[src/rtl/bip_control.sv]
// Control unit for the BIP accumulator processor: two-cycle fetch/execute
// sequencer with instruction decode, program counter and debug cycle counter.
module bip_control #(
  parameter int NB_ADDR    = 11,
  parameter int NB_OPCODE  = 5,
  parameter int NB_OPERAND = 11,
  parameter int NB_INSTR   = 16,
  parameter int NB_COUNT   = 32
) (
  input  logic                  i_clk,
  input  logic                  i_rst,
  input  logic                  i_start,
  input  logic [NB_INSTR-1:0]   i_instruction,
  output logic [NB_ADDR-1:0]    o_addr_pm,
  output logic                  o_rd_pm,
  output logic [1:0]            o_SelA,
  output logic                  o_SelB,
  output logic                  o_WrAcc,
  output logic                  o_op,
  output logic                  o_WrRam,
  output logic                  o_RdRam,
  output logic [NB_OPERAND-1:0] o_operand,
  output logic                  o_halt,
  output logic [NB_COUNT-1:0]   o_cycle_count
);

  typedef enum logic [1:0] {IDLE, FETCH, EXEC, HALT} state_t;

  localparam logic [NB_OPCODE-1:0] OP_HLT  = NB_OPCODE'(0);
  localparam logic [NB_OPCODE-1:0] OP_STO  = NB_OPCODE'(1);
  localparam logic [NB_OPCODE-1:0] OP_LD   = NB_OPCODE'(2);
  localparam logic [NB_OPCODE-1:0] OP_LDI  = NB_OPCODE'(3);
  localparam logic [NB_OPCODE-1:0] OP_ADD  = NB_OPCODE'(4);
  localparam logic [NB_OPCODE-1:0] OP_ADDI = NB_OPCODE'(5);
  localparam logic [NB_OPCODE-1:0] OP_SUB  = NB_OPCODE'(6);
  localparam logic [NB_OPCODE-1:0] OP_SUBI = NB_OPCODE'(7);

  state_t                state, state_next;
  logic [NB_ADDR-1:0]    pc, pc_next;
  logic [NB_COUNT-1:0]   cycle_count;
  logic [NB_OPCODE-1:0]  opcode;

  assign opcode        = i_instruction[NB_INSTR-1 -: NB_OPCODE];
  assign o_addr_pm     = pc;
  assign o_halt        = (state == HALT);
  assign o_cycle_count = cycle_count;

  always_ff @(posedge i_clk or negedge i_rst) begin
    if (!i_rst) begin
      state <= IDLE;
      pc    <= '0;
    end else begin
      state <= state_next;
      pc    <= pc_next;
    end
  end

  // Counts only active fetch/execute cycles and sticks at all-ones.
  always_ff @(posedge i_clk or negedge i_rst) begin
    if (!i_rst) begin
      cycle_count <= '0;
    end else if ((state == FETCH || state == EXEC) && cycle_count != '1) begin
      cycle_count <= cycle_count + NB_COUNT'(1);
    end
  end

  always_comb begin
    state_next = state;
    pc_next    = pc;
    o_rd_pm    = 1'b0;
    o_SelA     = 2'b00;
    o_SelB     = 1'b0;
    o_WrAcc    = 1'b0;
    o_op       = 1'b0;
    o_WrRam    = 1'b0;
    o_RdRam    = 1'b0;
    o_operand  = '0;

    case (state)
      IDLE: begin
        if (i_start) state_next = FETCH;
      end
      FETCH: begin
        o_rd_pm    = 1'b1;
        state_next = EXEC;
      end
      EXEC: begin
        o_operand = i_instruction[NB_OPERAND-1:0];
        // Undefined opcodes fall through with all controls low, acting as NOP.
        case (opcode)
          OP_STO:  o_WrRam = 1'b1;
          OP_LD:   begin o_WrAcc = 1'b1; o_RdRam = 1'b1; end
          OP_LDI:  begin o_SelA = 2'b01; o_WrAcc = 1'b1; end
          OP_ADD:  begin o_SelA = 2'b10; o_WrAcc = 1'b1; o_RdRam = 1'b1; end
          OP_ADDI: begin o_SelA = 2'b10; o_SelB = 1'b1; o_WrAcc = 1'b1; end
          OP_SUB:  begin o_SelA = 2'b10; o_WrAcc = 1'b1; o_op = 1'b1; o_RdRam = 1'b1; end
          OP_SUBI: begin o_SelA = 2'b10; o_SelB = 1'b1; o_WrAcc = 1'b1; o_op = 1'b1; end
          default: ;
        endcase
        if (opcode == OP_HLT) begin
          state_next = HALT;
        end else begin
          pc_next    = pc + NB_ADDR'(1);
          state_next = FETCH;
        end
      end
      HALT: state_next = HALT;
      default: state_next = IDLE;
    endcase
  end

endmodule

[config.mk]
export PLATFORM = sky130hd
export DESIGN_NAME = bip_control
export DESIGN_NICKNAME = d
export VERILOG_FILES = /design/src/rtl/bip_control.sv
export SDC_FILE = /design/constraint.sdc
export NUM_CORES = 1
export LEC_CHECK = 0
export CAP_MARGIN = 20
export CORE_MARGIN = 1
export CORE_UTILIZATION = 45
export DETAILED_ROUTE_END_ITERATION = 6
export GPL_TIMING_DRIVEN = 0
export PLACE_DENSITY = 0.84
export SYNTH_ARGS = -nofsm -noshare
export SYNTH_HDL_FRONTEND = slang
export SYNTH_SLANG_ARGS = --single-unit
[constraint.sdc]
create_clock -name i_clk -period 3.1 [get_ports i_clk]
set_input_delay 0.62 -clock i_clk [delete_from_list [all_inputs] [get_ports i_clk]]
set_output_delay 0.62 -clock i_clk [all_outputs]
set_load 0.01 [all_outputs]
==> results of run 1 <==
[per-stage QoR]
step / power (W) / worst slack, ps / utilization / instances / cell area [µm²]
finish: 0.00189 / 204 / 0.687 / 385 / 3350
global route: 0.00202 / 21.2 / 0.687 / 385 / 3350
CTS: 0.00192 / 195 / 0.687 / 385 / 3350
detailed placement: 0.00155 / 200 / 0.668 / 377 / 3260
global placement: 0.00151 / 223 / 0.665 / 376 / 3250
floorplan: 0.00116 / 752 / - / 228 / 2350
[synth_stat cells (3+ instances only)]
library cell  number  share of area
ha_1               7          0.037
nand2_1           14          0.022
xnor2_1           28           0.10
xor2_1             9          0.034
nand2_2            3         0.0080
nand3_2            5          0.021
nand3_1           13          0.028
and2_1            16          0.043
a21oi_1            8          0.017
dfrtp_1           45           0.48
nor3_1            10          0.021
nor2_1            18          0.029
inv_1              5         0.0080
and3_1             7          0.019
and4_1             5          0.019
nand4_1           16          0.043
[kinds of logic (layout without fill, tap and decap cells)]
group / Yosys count / after routing / share of synthesized area
buf+inv: 9 / 99 / 0.0229
mux: 2 / 2 / 0.00957
simple gates: 116 / 116 / 0.282
flops: 45 / 45 / 0.479
fa+ha+maj: 7 / 7 / 0.0372
xor+xnor: 37 / 37 / 0.138
compound gates: 12 / 12 / 0.0319
[worst reg2reg max path: cells and delay by family, from the launching register on]
family | cells | cell delay, ps
xor gates and xnor gates | 1 | 190
buffers and inverters | 1 | 100
AOI/OAI and AO/OA | 1 | 800
and+or+nand+nor | 3 | 610
DFF | 1 | 440
adders and majority gates | 1 | 360
[state kept, by name (all words and copies together), names as in the netlist]
| signal | flops |
|---|---|
| o_cycle_count | 32 |
| o_addr_pm | 11 |
| state | 2 |
[final cells by class]
| cell class | count | area [µm²] | area share |
|---|---|---|---|
| tap | 67 | 83.8 | 0.0250 |
| timing repair buffer | 82 | 826 | 0.246 |
| clock buffer | 5 | 68.8 | 0.0205 |
| sequential | 45 | 1130 | 0.336 |
| buffer | 4 | 35.0 | 0.0105 |
| inverter | 5 | 18.8 | 0.00560 |
| multi-input combinational | 174 | 1170 | 0.350 |
| clock inverter | 3 | 21.3 | 0.00635 |
[worst max path at each step]
stage                                  end  slack, ps         startpoint
final                            o_SelA[0]        200  i_instruction[15]
after global routing             o_SelA[0]         20  i_instruction[15]
after CTS                        o_SelA[0]        200  i_instruction[15]
after detailed placement         o_SelA[0]        200  i_instruction[15]
after global placement    o_cycle_count[6]        220              i_rst
after floorplan           o_cycle_count[1]        750  o_cycle_count[16]
[metal layers]
layer,track usage,share of wire,up-vias,routed length [µm]
met4,0.0881,0.017,0,94
met1,0.296,0.46,948,2520
met2,0.353,0.48,53,2650
li1,-,-,979,-
met5,0,0,-,0
met3,0.0542,0.040,11,220
[power by group through the flow]
stage                     logic [W]  clock network [W]  registers [W]
after floorplan            0.000319                  0       0.000844
after global placement     0.000681                  0       0.000825
after detailed placement   0.000715                  0       0.000834
after CTS                  0.000717           0.000377       0.000823
after global routing       0.000777           0.000405       0.000840
final                      0.000703           0.000368       0.000822
==> results.sh, run 1 <==
export IMPL_grt_overflow_total=0
export IMPL_routed_wl_um=5490
export IMPL_layout_common_cells="80 x clkdlybuf4s50_1, 45 x dfrtp_1, 28 x xnor2_1"
export IMPL_pwr_share_comb=0.372
export IMPL_drt_iter0_markers=163
export IMPL_cp_cell_sequence="clkdlybuf4s50_1, nor2_1, and2_1, nand2_1, nor3b_1, clkdlybuf4s50_1"
export IMPL_drive_above_1_share=0.0786
export IMPL_worst_pin_slew_ps=902
export IMPL_swShare=0.344
export IMPL_grt_pass1_wl_um=9200
export IMPL_cp_buffers_inverters=2
export IMPL_holdWs_ps=266
export IMPL_detail_route_wl_per_cell_um=14.3
export IMPL_cp_num_cells=6
export IMPL_htree_levels=2
export IMPL_tritoncts="yes"
export IMPL_synth_cells=228
export IMPL_finalSetupViolations=0
export IMPL_async_reset_ff_frac=1.00
export IMPL_ys_warn_count=0
export IMPL_synth_edf_count=0
export IMPL_post_route_period_util=0.934
export IMPL_yosysUniqueCellTypes=33
export IMPL_area_delta_synth_final_pct=42.5
export IMPL_ff2ff_setup_slack_ps=490
export IMPL_power_share_clock=0.194
export IMPL_timing_rr_start="state[0]"
export IMPL_fin_tns_setup_ps=0
export IMPL_drv_slew=0
export IMPL_start_kind="input pin"
export IMPL_io_buffer_count=81
export IMPL_route_detailed_drc=0
export IMPL_syn_area_per_cell_um2=10.3
export IMPL_crit_family="buffers and inverters"
export IMPL_die_h_um=74.3
export IMPL_cellPowerDensity_mw_per_mm2=565
export IMPL_drv_cap=0
export IMPL_track_usage=0.223
export IMPL_syn_nets=254
export IMPL_synth_ff_type="dfrtp_1"
export IMPL_cts_made_buffers=5
export IMPL_final_common_cell="clkdlybuf4s50_1"
export IMPL_synth_area_mm2=0.00235
export IMPL_clock_latency_ps=300
export IMPL_timing_critical_path_slowest_cell_delay_ps=580
export IMPL_ir_drop_mv=0.375
export IMPL_crit_path_end_kind="output pin"
export IMPL_gp_congestion=0.793
export IMPL_ys_seq_elements=45
export IMPL_slowest_stage="clkdlybuf4s50_1"
export IMPL_path_max_fanout=4
export IMPL_cts_resized_gates=0
export IMPL_seq_power_share=0.434
export IMPL_path_clk_slew_ps=90
export IMPL_rsz0062_at_grt="false"
export IMPL_clockRootBuffer="clkbuf_8"
export IMPL_grt_pass1_vias=1957
export IMPL_fillCellCount=411
export IMPL_hpwl_um=4250
export IMPL_r2r_end="o_cycle_count[30]"
export IMPL_slew_headroom=0.398
export IMPL_antennaDiodeCount=0
export IMPL_clk_path_buf_depth=2
export IMPL_post_cts_buffers=0
export IMPL_die_area_mm2=0.00552
export IMPL_critical_path_class="in2out"
export IMPL_p_int_w=0.00124
export IMPL_grt_max_degree=27
export IMPL_skew_ps=9.03
export IMPL_start_util=0.482
export IMPL_viasPerCell=5.17
export IMPL_fmax_mhz=345
export IMPL_hold_violations=0
export IMPL_fin_crit_ps=2900
export IMPL_worstRegToRegCells=7
export IMPL_nNetsFinal=343
export IMPL_crit_arrival_ps=2280
export IMPL_clock_sinks=45
export IMPL_p_leak_nw=1.39
export IMPL_ios=82
export IMPL_floorplan_rows=25
export IMPL_cts_hold_buf=0
export IMPL_hold_path_class="in2async"
export IMPL_num_vias=1991
export IMPL_worst_path_most_repeated_cell="clkdlybuf4s50_1"
export IMPL_core_mm2=0.00488
export IMPL_drt_first_pass_iters=4
export IMPL_status="completed"
export IMPL_die_w_um=74.3
export IMPL_seq_area_frac_synth=0.479
export IMPL_antenna_found_initial=0
export IMPL_ant_nets=0
export IMPL_cp_required_ps=2480
export IMPL_p_sw_w=0.000650
No activity file was read; power rests on OpenSTA's default activity.
==> run 2, diff against run 1 <==
--- a/config.mk
+++ b/config.mk
@@ -10,7 +10,7 @@
 export CORE_UTILIZATION = 45
 export DETAILED_ROUTE_END_ITERATION = 6
 export GPL_TIMING_DRIVEN = 0
-export PLACE_DENSITY = 0.84
+export PLACE_DENSITY = 0.83
 export SYNTH_ARGS = -nofsm -noshare
 export SYNTH_HDL_FRONTEND = slang
 export SYNTH_SLANG_ARGS = --single-unit
==> run 2 against run 1 <==
Compared with the run above: hold slack worse by 24 ps; sequential power hardly changed; critical path type unchanged; die area unchanged; maximum frequency up 0.22%; register-to-register slack got worse by 100 ps; first-iteration DRC count down 66%; setup slack better by 6.5 ps; sequential share of layout area is 0.16 points higher; count of clock-buffer cells in the layout unchanged; final area shrank 0.49%; non-clock buffer count stayed put.
==> results.sh, run 2 (synthesis gave the netlist of run 1 again) <==
export IMPL_grt_max_degree=31
export IMPL_cp_buffers_inverters=2
export IMPL_fin_tns_setup_ps=0
export IMPL_track_usage=0.219
export IMPL_start_kind="input pin"
export IMPL_antenna_found_initial=0
export IMPL_clock_latency_ps=300
export IMPL_path_max_fanout=4
export IMPL_drv_cap=0
export IMPL_fmax_mhz=346
export IMPL_fin_util=0.684
export IMPL_largest_reg_flops=32
export IMPL_p_leak_nw=1.38
export IMPL_ir_drop_mv=0.343
export IMPL_timing_critical_path_slowest_cell_delay_ps=570
export IMPL_nNetsFinal=343
export IMPL_drive_above_1_share=0.0728
export IMPL_tritoncts="yes"
export IMPL_grt_overflow_total=0
export IMPL_route_detailed_drc=0
export IMPL_htree_levels=2
export IMPL_status="completed"
export IMPL_slew_headroom=0.346
export IMPL_routed_wl_um=5480
export IMPL_path_clk_slew_ps=80
export IMPL_ios=82
export IMPL_grt_pass1_vias=1937
export IMPL_skew_ps=6.81
export IMPL_gp_congestion=0.779
export IMPL_area_delta_synth_final_pct=41.8
export IMPL_clk_path_buf_depth=2
export IMPL_layout_common_cells="80 x clkdlybuf4s50_1, 45 x dfrtp_1, 28 x xnor2_1"
export IMPL_worst_pin_slew_ps=979
export IMPL_fin_crit_ps=2890
export IMPL_cts_resized_gates=0
export IMPL_drt_iter0_markers=55
export IMPL_post_route_period_util=0.932
export IMPL_io_buffer_count=81
export IMPL_die_h_um=74.3
export IMPL_antennaDiodeCount=0
export IMPL_cts_hold_buf=0
export IMPL_drv_slew=0
export IMPL_clockRootBuffer="clkbuf_8"
export IMPL_floorplan_rows=25
export IMPL_rsz0062_at_grt="false"
export IMPL_viasPerCell=5.17
export IMPL_clock_sinks=45
export IMPL_cellPowerDensity_mw_per_mm2=558
export IMPL_grt_pass1_wl_um=9170
export IMPL_post_cts_buffers=0
export IMPL_hold_violations=0
export IMPL_cp_required_ps=2480
export IMPL_final_common_cell="clkdlybuf4s50_1"
export IMPL_die_area_mm2=0.00552
export IMPL_slowest_stage="clkdlybuf4s50_1"
export IMPL_detail_route_wl_per_cell_um=14.3
export IMPL_crit_arrival_ps=2270
export IMPL_critical_path_class="in2out"
export IMPL_cp_cell_sequence="clkdlybuf4s50_1, nor2_1, and2_1, nand2_1, nor3b_1, clkdlybuf4s50_1"
export IMPL_core_mm2=0.00488
export IMPL_start_util=0.482
export IMPL_num_vias=1982
export IMPL_hold_path_class="in2async"
export IMPL_hpwl_um=4060
export IMPL_cts_made_buffers=5
export IMPL_die_w_um=74.3
export IMPL_ant_nets=0
export IMPL_crit_family="buffers and inverters"
export IMPL_finalSetupViolations=0
export IMPL_drt_first_pass_iters=4
export IMPL_worst_path_most_repeated_cell="clkdlybuf4s50_1"
export IMPL_crit_path_end_kind="output pin"
run 2: changes by cell type in the layout (fill, tap and decap cells not counted):
cell        delta
clkinvlp_4     -1
inv_6          -1
run 2: final cells by class:
class / instances / area, µm²
Buffer: 4 / 35.0
Clock buffer: 5 / 68.8
Clock inverter: 1 / 5.00
Fill cell: 407 / 1540
Inverter: 5 / 18.8
Multi-Input combinational cell: 174 / 1170
Sequential cell: 45 / 1130
Tap cell: 67 / 83.8
Timing Repair Buffer: 82 / 826
run 2: through the flow:
stage	std cells	setup WS (ps)	power, W	area [µm²]	hold WS (ps)
final	383	210	0.00186	3340	242
after global routing	383	87.0	0.00198	3340	257
after CTS	383	225	0.00188	3340	242
after detailed placement	377	229	0.00154	3260	470
after global placement	376	189	0.00150	3250	458
after floorplan	228	752	0.00116	2350	324
run 2: per-layer routing:
layer / GRT usage / part of all wire
met5: 0 / 0
met4: 0.0566 / 0.012
met3: 0.0420 / 0.055
met2: 0.371 / 0.49
met1: 0.291 / 0.44
run 2: worst paths after layout:
check                                  start           endpoint  slack, ps  depth (start not counted)
min                                    i_rst  o_cycle_count[10]        240                          1
max reg2reg                         state[0]  o_cycle_count[18]        390                          7
max in group asynchronous              i_rst  o_cycle_count[11]       2370                          2
max                        i_instruction[15]          o_SelA[0]        210                          6
min reg2reg                    o_addr_pm[10]      o_addr_pm[10]        480                          1
min in group i_clk             o_addr_pm[10]      o_addr_pm[10]        480                          1
run 2: power breakdown:
group          leakage [nW]  internal [W]  total, W  switching [W]
combinational         0.750      0.000398  0.000702       0.000305
sequential            0.594      0.000685  0.000824       0.000139
clock                0.0399      0.000148  0.000333       0.000185
==> run 3, diff against run 2 <==
==> constraint.sdc (replaced) <==
create_clock -name i_clk -period 3.1 [get_ports i_clk]
set_input_delay 0.465 -clock i_clk [delete_from_list [all_inputs] [get_ports i_clk]]
set_output_delay 0.465 -clock i_clk [all_outputs]
set_load 0.01 [all_outputs]
==> results of run 3 <==
The final DEF is identical to that of run 2. Status: completed.
Among the figures that moved: setup slack after placement 229 ps -> 442 ps; setup slack after layout 210 ps -> 394 ps; hold slack 242 ps -> 86.7 ps; start point of the critical path i_instruction[15] -> state[0]; end point of the critical path o_SelA[0] -> o_cycle_count[18]
